==> src/rtl/fetch_pkg.sv <==
// Shared types and constants for the instruction fetch stage.
package fetch_pkg;

    localparam int unsigned PC_W  = 32;
    localparam int unsigned CNT_W = 32;

    localparam logic [PC_W-1:0] NOP_INSTR    = 32'h0000_0013;
    localparam logic [PC_W-1:0] EBREAK_INSTR = 32'h0010_0073;
    localparam logic [PC_W-1:0] PC_STEP      = 32'd4;

    typedef enum logic [1:0] {
        BOOT   = 2'd0,
        FETCH  = 2'd1,
        HALTED = 2'd2
    } fetch_state_e;

    typedef struct packed {
        logic [PC_W-1:0] pc;
        logic [PC_W-1:0] instr;
    } if_id_t;

endpackage

==> src/rtl/instruction_fetch_next_pc_sel.sv <==
// Next fetch address: redirect target, sequential step, or hold.
module next_pc_sel
    import fetch_pkg::*;
(
    input  logic [PC_W-1:0] pc,
    input  logic            redirect,
    input  logic [PC_W-1:0] redirect_target,
    input  logic            capture,
    output logic [PC_W-1:0] next_pc_c
);

    // Redirect wins; the sequential add wraps naturally at 2^32.
    always_comb begin
        next_pc_c = pc;
        if (redirect) begin
            next_pc_c = redirect_target;
        end else if (capture) begin
            next_pc_c = pc + PC_STEP;
        end
    end

endmodule

==> src/rtl/instruction_fetch.sv <==
// Single-stage instruction fetch with IF/ID register, redirect, stall and halt on EBREAK.
module instruction_fetch #(
    parameter logic [31:0] RESET_PC     = 32'h0000_0000,
    parameter logic [31:0] NOP_INSTR    = 32'h0000_0013,
    parameter logic [31:0] EBREAK_INSTR = 32'h0010_0073
) (
    input  logic                       clk,
    input  logic                       rst_n,
    output logic [fetch_pkg::PC_W-1:0] PC_out,
    input  logic [fetch_pkg::PC_W-1:0] instruction,
    input  logic                       redirect_valid,
    input  logic [fetch_pkg::PC_W-1:0] redirect_target,
    output logic                       if_valid,
    input  logic                       if_ready,
    output logic [fetch_pkg::PC_W-1:0] if_pc,
    output logic [fetch_pkg::PC_W-1:0] if_instr,
    output logic                       fetch_fault,
    output logic                       halted,
    output logic [fetch_pkg::CNT_W-1:0] fetch_count
);

    import fetch_pkg::*;

    fetch_state_e     state_q, state_d;
    logic [PC_W-1:0]  pc_q, pc_d;
    if_id_t           ifid_q, ifid_d;
    logic             valid_q, valid_d;
    logic [CNT_W-1:0] count_q, count_d;
    logic             fault_q, fault_d;
    logic             halted_q, halted_d;

    logic in_boot;
    logic redirect_ok;
    logic redirect_bad;
    logic capture;

    // Redirects are only honoured once out of BOOT and only when word aligned.
    assign in_boot      = (state_q == BOOT);
    assign redirect_ok  = redirect_valid && !in_boot && (redirect_target[1:0] == 2'b00);
    assign redirect_bad = redirect_valid && !in_boot && (redirect_target[1:0] != 2'b00);
    assign capture      = (state_q == FETCH) && !redirect_ok && (!valid_q || if_ready);

    next_pc_sel u_next_pc_sel (
        .pc              (pc_q),
        .redirect        (redirect_ok),
        .redirect_target (redirect_target),
        .capture         (capture),
        .next_pc_c       (pc_d)
    );

    // Next-state and IF/ID update
    always_comb begin
        state_d = state_q;
        ifid_d  = ifid_q;
        valid_d = valid_q;
        count_d = count_q;
        fault_d = redirect_bad;

        if (redirect_ok) begin
            state_d      = FETCH;
            valid_d      = 1'b0;
            ifid_d.instr = NOP_INSTR;
        end else begin
            case (state_q)
                BOOT: begin
                    state_d = FETCH;
                end
                FETCH: begin
                    if (capture) begin
                        ifid_d.pc    = pc_q;
                        ifid_d.instr = instruction;
                        valid_d      = 1'b1;
                        count_d      = count_q + CNT_W'(1);
                        if (instruction == EBREAK_INSTR) begin
                            state_d = HALTED;
                        end
                    end
                end
                HALTED: begin
                    if (if_ready) begin
                        valid_d = 1'b0;
                    end
                end
                default: begin
                    state_d = BOOT;
                end
            endcase
        end

        halted_d = (state_d == HALTED);
    end

    always_ff @(posedge clk or negedge rst_n) begin
        if (!rst_n) begin
            state_q  <= BOOT;
            pc_q     <= RESET_PC;
            ifid_q   <= '{pc: '0, instr: NOP_INSTR};
            valid_q  <= 1'b0;
            count_q  <= '0;
            fault_q  <= 1'b0;
            halted_q <= 1'b0;
        end else begin
            state_q  <= state_d;
            pc_q     <= pc_d;
            ifid_q   <= ifid_d;
            valid_q  <= valid_d;
            count_q  <= count_d;
            fault_q  <= fault_d;
            halted_q <= halted_d;
        end
    end

    assign PC_out      = pc_q;
    assign if_valid    = valid_q;
    assign if_pc       = ifid_q.pc;
    assign if_instr    = ifid_q.instr;
    assign fetch_fault = fault_q;
    assign halted      = halted_q;
    assign fetch_count = count_q;

endmodule

==> config.mk <==
export PLATFORM = sky130hd
export DESIGN_NAME = instruction_fetch
export DESIGN_NICKNAME = d
export VERILOG_FILES = /design/src/rtl/fetch_pkg.sv /design/src/rtl/instruction_fetch_next_pc_sel.sv /design/src/rtl/instruction_fetch.sv
export SDC_FILE = /design/constraint.sdc
export NUM_CORES = 1
export LEC_CHECK = 0
export ABC_AREA = 1
export CAP_MARGIN = 20
export CORE_ASPECT_RATIO = 0.7
export CORE_UTILIZATION = 49
export CTS_BUF_LIST = sky130_fd_sc_hd__clkbuf_2
export DETAILED_ROUTE_END_ITERATION = 12
export GPL_TIMING_DRIVEN = 0
export PLACE_DENSITY = 0.92
export SLEW_MARGIN = 20
export SYNTH_ARGS = -nofsm -noshare
export SYNTH_HDL_FRONTEND = slang
export SYNTH_SLANG_ARGS = --single-unit
==> constraint.sdc <==
create_clock -name clk -period 1.9 [get_ports clk]
set_input_delay 0.19 -clock clk [delete_from_list [all_inputs] [get_ports clk]]
set_output_delay 0.19 -clock clk [all_outputs]
set_load 0.01 [all_outputs]
==> impl_results.md, run 1 <==
- Status: completed
- Port Buf Inserts: 198
- Core area: 13400 sq um
- Crit-path max cell delay: 0.58 ns
- FFs w/ async S/R, synth: 1.00
- Clock Power Share: 0.165
- Clk_lat worst skew: 0.74 ns
- CTS tree: built
- Hold Crit Class: in -> reg
- Total Routing Usage GR: 0.342
- Drt via density: 5.45
- Combinational Power Share: 0.477
- GRT busiest layer: met2
- Clk root buf: clkbuf_2
- Max-slew violations: 0
- CP endpoint kind: primary output
- WL/cell: 17.8 um
- Core Util, Final: 0.769
- Synthesized cell area: 6840 sq um
- Sequential share of power: 0.357
- Vias post-DR: 7691
- Initial Util: 0.510
- Chip height: 101 um
- Hold_ws: 0.0201 ns
- Final Cycle Share: 0.999
- # nets final: 1284
- Met2 Use GR: 0.518
- Post-synth net total: 972
- Area Overhead vs Synth: 50.7%
- Psw: 4.67 mW
- Clock transition at the registers of the reported paths: 0.22 ns
- Minimum clock period: 1.90 ns
- Mapped Cells: 902
- Setup violators final: 0
- Met1 layer usage reported by global route: 0.470
- EDFF count, synth: 0
- # IOs: 199
- Maximum vdd drop: 0.811 mV
- Pin count of the biggest net entering global routing: 87
- Cell Rows: 35
- Post-synthesis register bit count: 133
- Residual DRC count: 0
- Largest area contributor in the netlist: dfrtp_1
- First-pass iteration count of the detailed router: 7
- Final hold vios: 0
- Req. time, crit path: 1.71 ns
- Setup TNS: 0 ns
- Internal cell power: 7.22 mW
- CP Cell Sequence: clkdlybuf4s50_1
- Diodes inserted: 0
- Largest fanout on the critical path: 2
- Share of the synthesized area in the top cell type: 0.476
- Layout cell share with drive strength beyond 1: 0.159
- GP Congestion: 0.968
- Relative slew slack: 0.566
- Placed instance count: 1286
- Distinct cells, synth: 37
- Fin cells: 1412
- Die Wd: 143 um
- Post-synthesis sequential area ratio: 0.487
- Vias in the first global route: 7121
- Sw Share: 0.393
- Power Density: 1150 nW/um^2
- Slowest CP cell: clkdlybuf4s50_1
- First-pass GRT wire length: 36800 um
- Clock buffer depth: 2
- Post-synth top cells: nand2_1 (341), dfrtp_1 (130), nor2_1 (119)
- YS warnings: 0
- Ys flop type: dfrtp_1
- Max Cap Viol: 0
- Least-Margin Pin Slew: 0.645 ns
- Layout Skew: 0.0383 ns
- Largest cells by area after synthesis: dfrtp_1 (48%), nand2_1 (19%), nor2_1 (6.5%)
- WL final: 25100 um
- Starting DRC count in detailed routing: 737
- Startpoint Class: flip-flop
- CTS buffer count: 17
- Worst Path Buf+Inv: 1
- Setup CP Type: reg -> out
- DPL Wire Length: 16900 um
- Most common cell in the synthesized netlist: nand2_1
- Sink Count: 133
- Max H-tree Level: 4
- CP delay by family, top: buffers and inverters
- Post-detailed-route count of antenna-violating nets: 0
- Fmax: 527 MHz
- Synthesized area per cell: 7.58 sq um
- Grt ovf: 0
- Met3 Use GR: 0.122
- Die area: 14400 sq um
- Initial antenna violation count: 0
- WP data arrival: 1.71 ns
- Total leakage power: 5.61 nW
## final cells by class
class | count | area (sq um)
plain buffers | 27 | 158
repair buffers | 293 | 2920
well taps | 185 | 231
inverters | 74 | 278
fillers | 956 | 3100
clock buffers | 19 | 95.1
flip-flops and latches | 133 | 3370
multi-input cells | 668 | 3080
clock inverters | 13 | 173
## worst paths after layout
check	from	to	slack [ns]	cells past startpoint
max	if_instr[26]	if_instr[26]	0.002	1
min in group asynchronous	rst_n	PC_out[12]	0.52	4
min reg2reg	if_pc[16]	if_pc[16]	0.51	2
min	redirect_target[19]	PC_out[19]	0.02	3
max in group asynchronous	rst_n	if_instr[4]	0.90	4
max reg2reg	if_valid	if_instr[26]	0.06	7
## cell families after synthesis
family	after synthesis	synth area share
flops	133	0.487
compound gates	103	0.0943
buf+inv	101	0.0637
simple gates	540	0.321
xor+xnor	23	0.0295
fa+ha+maj	2	0.00366
## flip-flops by register name, indices dropped and copies added (netlist names)
register	cells
fetch_count	32
if_valid	1
if_pc	32
state_q	2
if_instr	32
halted	1
fetch_fault	1
PC_out	32
## placed cells by master, fill, tap and decap left out, types with 4 or more instances in the layout
master,n
a21oi_1,8
a22o_1,24
buf_2,18
buf_4,92
clkbuf_2,19
clkdlybuf4s50_1,110
clkinvlp_4,4
dfrtp_1,103
dfrtp_2,27
dlygate4sd2_1,12
dlygate4sd3_1,4
dlymetal6s2s_1,75
inv_1,70
inv_6,4
nand2_1,341
nand3_1,47
nand3b_1,8
nand4_1,5
nor2_1,117
nor2_2,5
nor2_4,4
nor3_1,6
o211ai_1,5
o21ai_0,44
o21ai_1,12
xnor2_1,9
xor2_1,14
## per-layer routing
layer / share of wire / wire length, um / vias to the layer above
met2: 0.45 / 11200 / 485
met3: 0.13 / 3180 / 48
met1: 0.41 / 10300 / 3651
met5: 0 / 0 / -
li1: - / - / 3507
met4: 0.015 / 368 / 0
## power groups by stage
| stage | sequential [mW] | combinational, mW | clock, mW |
|---|---|---|---|
| 4_1_cts | 4.25 | 5.37 | 1.94 |
| 5_1_grt | 4.31 | 6.06 | 2.08 |
| 3_5_place_dp | 4.67 | 4.27 | 0 |
| 3_3_place_gp | 4.65 | 4.16 | 0 |
| 6_report | 4.25 | 5.68 | 1.97 |
| 2_1_floorplan | 4.82 | 1.48 | 0 |
## worst reg2reg max path, delay by kind of cell, from the launching register on
kind / cells / cell delay (ns)
buffers and inverters: 3 / 0.66
and+or+nand+nor: 3 / 0.45
DFF: 1 / 0.41
AOI/OAI and AO/OA: 1 / 0.19
## what timing repair did
| item | CTS | global route |
|---|---|---|
| resized for setup | 39 | 78 |
| setup buffers | 59 | 30 |
| endpoints found under the setup margin | 70 | 91 |
| hold endpoints to repair | 132 | 0 |
| hold buffers | 5 | 0 |
## stage by stage
step / setup WS [ns] / power (mW) / cell area, sq um
final: 0.00166 / 11.9 / 10300
after global routing: -0.0324 / 12.5 / 10300
after CTS: 0.000203 / 11.6 / 9880
after detailed placement: -0.0592 / 8.94 / 9080
after global placement: -4.59 / 8.81 / 9050
after floorplan: 0.277 / 6.30 / 6840
No activity file was read; power rests on OpenSTA's default activity.
==> inputs of run 2 (changes only) <==
--- a/config.mk
+++ b/config.mk
@@ -12,8 +12,9 @@
 export CTS_BUF_LIST = sky130_fd_sc_hd__clkbuf_2
 export DETAILED_ROUTE_END_ITERATION = 12
 export GPL_TIMING_DRIVEN = 0
-export PLACE_DENSITY = 0.92
+export PLACE_DENSITY = 0.93
 export SLEW_MARGIN = 20
 export SYNTH_ARGS = -nofsm -noshare
 export SYNTH_HDL_FRONTEND = slang
+export SYNTH_HIERARCHICAL = 1
 export SYNTH_SLANG_ARGS = --single-unit
==> run 2 against run 1 <==
The flow now finishes with violations (negative setup slack). Cell count shrank 2.1%. Sequential cell count is the same. Clock-buffer cell count shrank 1. Sequential share of layout area shrank 0.91 points. Largest power group is now sequential cells. Utilization grew 3.5 points. Clock power grew 5%. Via count shrank 1.9%. Register-to-register slack lost 0.09 ns. Synthesized cell count shrank 7.5%. Global-route usage shrank 0.69 points. Routed wire length grew 0.96%.
==> impl_results.md, run 2 <==
- Status: finished, violations left
- Failing checks: negative setup slack
- Post-synth top cells: nand2_1 (328), dfrtp_1 (130), nor2_1 (101)
- Clock buffer depth: 2 (unchanged)
- Pin count of the biggest net entering global routing: 69 (-21%)
- DPL Wire Length: 14700 um (-13%)
- First-pass GRT wire length: 35600 um (-3.3%)
- Fmax: 517 MHz (-1.9%)
- Total Routing Usage GR: 0.335 (-0.00693)
- GP Congestion: 0.918 (-5.1%)
- FILL cells: 800 (-16%)
- Startpoint Class: flip-flop
- YS warnings: 6 (+6)
- Post-detailed-route count of antenna-violating nets: 0 (unchanged)
- Drt via density: 5.46 (+0.27%)
- Chip height: 99.4 um (-1.4%)
- Largest fanout on the critical path: 7 (+5)
- Worst path depth: 14 (+13)
- Grt ovf: 0 (unchanged)
- Clk root buf: clkbuf_2
- Synthesized area per cell: 7.96 sq um (+5.0%)
- Largest area contributor in the netlist: dfrtp_1
- Pre-CTS WS: -0.632 ns (-0.573 ns)
- Simple-gate portion of the synthesized area: 0.349 (+0.0280)
- CTS buffer count: 17 (unchanged)
- # nets final: 1254 (-2.3%)
- Hold_sp: redirect_target[7]
- Setup CP Type: reg -> reg
- Mapped Cells: 834 (-7.5%)
- Relative slew slack: 0.592 (+0.0257)
- Sink Count: 133 (unchanged)
- R2r worst-path depth: 14 (+7)
- Die area: 14000 sq um (-2.8%)
- # IOs: 199 (unchanged)
- Starting DRC count in detailed routing: 806 (+9.4%)
- Hold path cells: 3 (unchanged)
- WP data arrival: 2.56 ns (+0.85 ns)
- Share of the synthesized area in the top cell type: 0.490 (+0.0142)
- Vias post-DR: 7548 (-1.9%)
- RSZ-0062 raised after global routing: true
- Mux contribution to synthesized area: 0 (unchanged)
- Residual DRC count: 0 (unchanged)
- Vias in the first global route: 6929 (-2.7%)
- Total leakage power: 6.28 nW (+12%)
- WL final: 25300 um (+0.96%)
- Max Cap Viol: 0 (unchanged)
- Fin area: 10600 sq um (+2.9%)
- Cell area after placement: 8900 sq um (-2.0%)
- Req. time, crit path: 2.52 ns (+0.81 ns)
- Post-synthesis register bit count: 133 (unchanged)
- Main combinational cell family by area after synthesis: simple AND/OR/NAND/NOR gates
- Most common cell after layout, fill and taps aside: nand2_1
- Origin of the worst setup path: if_valid
- Diodes inserted: 0 (unchanged)
- Final Cycle Share: 1.02 (+0.0193)
- WL/cell: 18.3 um (+3.1%)
- Max H-tree Level: 4 (unchanged)
- Clock transition at the registers of the reported paths: 0.23 ns (about the same)
- Largest cells by area after synthesis: dfrtp_1 (49%), nand2_1 (19%), nor2_1 (5.7%)
- Least-Margin Pin Slew: 0.610 ns (-0.0347 ns)
- Synthesized cell area: 6640 sq um (-2.9%)
- Worst Path Buf+Inv: 3 (+2)
- Port Buf Inserts: 198 (unchanged)
- Area Overhead vs Synth: 59.6%
- First-pass iteration count of the detailed router: 7 (unchanged)
- Synth Area in Compound Gates: 0.0552 (-0.0390)
- Core Util, Final: 0.804 (+0.0352)
- Core area: 13200 sq um (-1.6%)
- Initial Util: 0.504 (-0.00652)
- Final worst setup slack: -0.0350 ns (-0.0366 ns)
- Cell Rows: 35 (unchanged)
- Slowest CP cell: dfrtp_1
- Setup violators final: 4 (+4)
- CP Cell Sequence: inv_2 -> nor2_1 -> nor2_4 -> nand2_4 -> inv_8 -> nand2_4 -> nor2_4 -> nand2_4 -> nor2_8 -> nand3_2 -> nand2_1 -> nand3_1 -> nand2_1 -> inv_1
- Maximum vdd drop: 0.633 mV (-22%)
- Distinct cells, synth: 37 (unchanged)
- Post-synth net total: 904 (-7.0%)
- Layout cell share with drive strength beyond 1: 0.198 (+0.0391)
- Layout Skew: 0.0630 ns (+0.0248 ns)
- Synth Area in Adders: 0.00377 (+0.000109)
- Leading cell types in the layout, fill and taps excluded: nand2_1 (327), buf_4 (112), dlymetal6s2s_1 (109)
- Max-slew violations: 0 (unchanged)
- FFs w/ async S/R, synth: 1.00 (unchanged)
- Ys flop type: dfrtp_1
- Minimum clock period: 1.93 ns (+0.0366 ns)
- Most used cell, CP: nand2_4
- CP delay by family, top: simple AND/OR/NAND/NOR gates
- EDFF count, synth: 0 (unchanged)
- Post-synthesis sequential area ratio: 0.502 (+0.0145)
- Die Wd: 141 um (-1.4%)
- Xor/xnor share of the synthesized area: 0.0343 (+0.00484)
- CP endpoint kind: flip-flop
- Crit-path max cell delay: 0.46 ns (-0.12 ns)
- Clk_lat worst skew: 0.73 ns (about the same)
- Worst flop-to-flop path startpoint: if_valid
- Initial antenna violation count: 1 (+1)
- Hold Crit Class: in -> reg
- CTS tree: built
- Power Density: 843 nW/um^2 (-27%)
- Most common cell in the synthesized netlist: nand2_1
- Final hold vios: 0 (unchanged)
==> run 2: worst paths after layout <==
check	slack, ns	to
worst min register to register	0.50	if_pc[1]
max in group asynchronous	0.23	fetch_count[24]
worst max-delay path	-0.03	PC_out[26]
worst min-delay path	0.03	PC_out[7]
min in group asynchronous	0.43	PC_out[15]
worst max register to register	-0.03	PC_out[26]
==> run 2: layout make-up <==
type                            count  area, sq um  area share
Sequential cell                   133         3370       0.318
Multi-Input combinational cell    619         3000       0.283
Clock inverter                     14          198      0.0187
Tap cell                          185          231      0.0218
Clock buffer                       18         90.1     0.00850
Buffer                             19          123      0.0116
Timing Repair Buffer              333         3350       0.316
Inverter                           61          236      0.0223
==> run 2: per-layer routing <==
layer | up-vias | global-route usage | share of wire
met1 | 3498 | 0.436 | 0.39
met3 | 136 | 0.109 | 0.11
met5 | - | 0 | 0
met4 | 0 | 0.140 | 0.046
li1 | 3344 | - | -
met2 | 570 | 0.518 | 0.46
==> run 2: per-stage QoR <==
stage | hold WS [ns] | std cells | TNS (ns) | power [mW]
2_1_floorplan | -0.106 | 834 | 0 | 4.79
3_3_place_gp | 0.461 | 1217 | -613.97 | 6.20
3_5_place_dp | 0.175 | 1218 | -18.11 | 6.27
4_1_cts | 0.00568 | 1337 | 0 | 8.72
5_1_grt | 0.00116 | 1382 | -0.632 | 9.31
6_report | 0.0294 | 1382 | -0.0487 | 8.93
==> run 2: worst reg2reg max path: cells and delay by family (launching register included) <==
kind / cells / cell delay [ns]
flops: 1 / 0.46
simple gates: 11 / 1.15
buf+inv: 3 / 0.22
==> run 2: kinds of logic (layout without fill, tap and decap cells) <==
family / count (synthesis) / after routing
AO/OA/AOI/OAI: 54 / 54
XOR/XNOR: 26 / 26
adder cells (fa/ha/maj): 2 / 2
buffers and inverters: 82 / 445
flip-flops: 133 / 133
AND/OR/NAND/NOR: 537 / 537
==> run 2: power by group <==
group          leakage (nW)  switching (mW)  internal, mW
sequential             1.63           0.307          3.31
combinational          4.48            1.66          1.58
clock                 0.166            1.19         0.886
total                  6.28            3.15          5.78
==> run 2: timing repair <==
action                                  CTS  global route
endpoints found under the setup margin   99           140
hold buffers                             20             6
resized for setup                        52           122
endpoints found under the hold margin   146             6
pin swaps                                 7            13
setup buffers                            68            40
==> inputs of run 3 (changes only) <==
--- a/config.mk
+++ b/config.mk
@@ -12,7 +12,7 @@
 export CTS_BUF_LIST = sky130_fd_sc_hd__clkbuf_2
 export DETAILED_ROUTE_END_ITERATION = 12
 export GPL_TIMING_DRIVEN = 0
-export PLACE_DENSITY = 0.93
+export PLACE_DENSITY = 0.91
 export SLEW_MARGIN = 20
 export SYNTH_ARGS = -nofsm -noshare
 export SYNTH_HDL_FRONTEND = slang
==> run 3 against run 2 <==
The run ends with design-rule violations, negative setup slack left. Cell count increased by 0.65%. Die area unchanged. Via count decreased by 1.0%. Combinational power decreased by 2%. Sequential cell count unchanged.
==> impl_results.md, run 3 (synthesis gave the netlist of run 2 again) <==
- CTS tree: built
- Layout Skew: 0.0656 ns (+0.00251 ns)
- Core Util, Final: 0.806 (+0.00237)
- Placed instance count: 1218 (unchanged)
- Status: finished, violations left
- Slowest CP cell: dfrtp_1
- Power Density: 819 nW/um^2 (-2.9%)
- FILL cells: 812 (+1.5%)
- Post-detailed-route count of antenna-violating nets: 0 (unchanged)
- CP Cell Sequence: inv_2 -> nor2_2 -> nor2_4 -> nand2_4 -> inv_8 -> nand2_4 -> nor2_4 -> nand2_4 -> nor2_8 -> nand3_2 -> nand2_2 -> nand3_2 -> nand2_1 -> inv_1
- Core area: 13200 sq um (unchanged)
- Vias post-DR: 7472 (-1.0%)
- Starting DRC count in detailed routing: 704 (-13%)
- Layout cell share with drive strength beyond 1: 0.204 (+0.00615)
- Chip height: 99.4 um (unchanged)
- Die area: 14000 sq um (unchanged)
- Failing checks: design-rule violations, negative setup slack
- Sink Count: 133 (unchanged)
- Minimum clock period: 1.92 ns (-0.0173 ns)
- Crit path capture: PC_out[26]
- Leading cell types in the layout, fill and taps excluded: nand2_1 (326), buf_4 (120), dfrtp_1 (103)
- Clock buffer depth: 2 (unchanged)
- Origin of the worst setup path: if_valid
- Combinational Power Share: 0.368 (+0.005)
- Maximum vdd drop: 0.661 mV (+4.4%)
- Sw Share: 0.355 (+0.00134)
- Hold Crit Class: in -> reg
- Worst flop-to-flop path endpoint: PC_out[26]
- Fin cells: 1391 (+0.65%)
- Die Wd: 141 um (unchanged)
- Total Routing Usage GR: 0.331 (-0.00407)
- First-pass iteration count of the detailed router: 10 (+3)
- Final Cycle Share: 1.01 (-0.00910)
- Relative slew slack: 0.626 (+0.0339)
- Pre-CTS WS: -0.628 ns (+0.00368 ns)
- RSZ-0062 raised after global routing: true
- Vias in the first global route: 6927 (-0.029%)
- Max Cap Viol: 0 (unchanged)
- Most used cell, CP: nand2_4
- Hold_ws: 0.00507 ns (-0.0243 ns)
- Setup violators final: 4 (unchanged)
- Fmax: 521 MHz (+0.90%)
- First-pass GRT wire length: 35100 um (-1.6%)
- Largest fanout on the critical path: 7 (unchanged)
- Psw: 3.08 mW (-2.2%)
- Clk root buf: clkbuf_2
- Initial Util: 0.504 (unchanged)
- R2r worst-path depth: 14 (unchanged)
- Worst flop-to-flop path startpoint: if_valid
- Least-Margin Pin Slew: 0.561 ns (-0.0489 ns)
- WP data arrival: 2.56 ns (about the same)
- GP Congestion: 0.886 (-3.5%)
- CP endpoint kind: flip-flop
- Crit-path max cell delay: 0.49 ns (+0.03 ns)
- Max-slew violations: 0 (unchanged)
- DPL Wire Length: 14600 um (-0.64%)
- Total leakage power: 6.18 nW (-1.5%)
- Area Overhead vs Synth: 60.1%
- Setup CP Type: reg -> reg
- WL/cell: 18.0 um (-1.8%)
- Startpoint Class: flip-flop
- Initial antenna violation count: 1 (unchanged)
- Cell Rows: 35 (unchanged)
- Clock transition at the registers of the reported paths: 0.26 ns (+0.03 ns)
- Clk_lat worst skew: 0.76 ns (+0.03 ns)
- Port Buf Inserts: 198 (unchanged)
- Grt ovf: 0 (unchanged)
- # IOs: 199 (unchanged)
- WL final: 25000 um (-1.2%)
- Residual DRC count: 1 (+1)
- Final worst setup slack: -0.0177 ns (+0.0173 ns)
- Reg2Reg Setup Slack: -0.02 ns (+0.02 ns)
- Clock Power Share: 0.215 (-0.017)
- Internal cell power: 5.61 mW (-2.8%)
- CTS buffer count: 17 (unchanged)
- Most common cell after layout, fill and taps aside: nand2_1
- Drt via density: 5.37 (-1.6%)
- Req. time, crit path: 2.55 ns (+0.03 ns)
- Sequential share of power: 0.417 (+0.012)
- # nets final: 1263 (+0.72%)
- Final hold vios: 0 (unchanged)
- Max H-tree Level: 4 (unchanged)
- Pin count of the biggest net entering global routing: 68 (-1.4%)
[run 3: cell count changes in the layout (fill, tap and decap cells not counted), sizes merged]
cell,delta
dlymetal6s2s,-14
dlygate4sd2,+11
buf,+8
clkinv,+4
clkdlybuf4s50,+3
inv,-3
bufbuf,+1
bufinv,-1
clkinvlp,-1
diode,+1
[run 3: power groups by stage]
stage	Clock (mW)	Sequential [mW]	Combinational [mW]
finish	1.87	3.63	3.20
global route	2.01	3.66	3.41
CTS	1.86	3.61	2.97
detailed placement	0	3.83	2.43
global placement	0	3.83	2.35
floorplan	0	3.95	0.838
[run 3: what timing repair did]
item / CTS / global route
pin swaps: 8 / 16
setup buffers: 70 / 46
gates cloned: 1 / 0
hold buffers: 21 / 5
hold endpoints to repair: 151 / 5
setup endpoints to repair: 107 / 128
gates resized for setup: 67 / 110
[run 3: worst max-delay path, delay by kind of cell, from the launching register on]
kind                   cells  cell delay, ns
flip-flops                 1            0.49
AND/OR/NAND/NOR           11            1.08
buffers and inverters      3            0.25
[run 3: worst min-delay path by stage]
stage               slack (ns)                 from  cells after the start              end
floorplan                -0.11                rst_n                      0        PC_out[0]
global placement          0.46            if_pc[30]                      2        if_pc[30]
detailed placement        0.16                rst_n                      1  fetch_count[17]
CTS                      0.002  redirect_target[16]                      3       PC_out[16]
global route             -0.03   redirect_target[5]                      3        PC_out[5]
finish                   0.005   redirect_target[5]                      3        PC_out[5]
[run 3: final cells by class]
cell class	instances	area [sq um]	area share
inverters	61	236	0.0223
diodes	1	2.50	0.000235
clock buffers	18	90.1	0.00848
well taps	185	231	0.0218
multi-input cells	619	3030	0.285
flip-flops and latches	133	3370	0.317
clock inverters	13	159	0.0150
plain buffers	19	123	0.0115
repair buffers	342	3390	0.319
[run 3: per-stage QoR]
step / power [mW] / TNS [ns] / area [sq um]
after floorplan: 4.79 / 0 / 6650
after global placement: 6.19 / -619.16 / 8870
after detailed placement: 6.26 / -21.28 / 8900
after CTS: 8.44 / 0 / 9970
after global routing: 9.08 / -0.633 / 10600
final: 8.70 / -0.0383 / 10600
[run 3: routing by layer]
| metal | wire length [um] | track usage | vias to the layer above |
|---|---|---|---|
| met4 | 710 | 0.139 | 0 |
| met2 | 11700 | 0.514 | 484 |
| li1 | - | - | 3368 |
| met5 | 0 | 0 | - |
| met3 | 2790 | 0.114 | 75 |
| met1 | 9820 | 0.425 | 3545 |
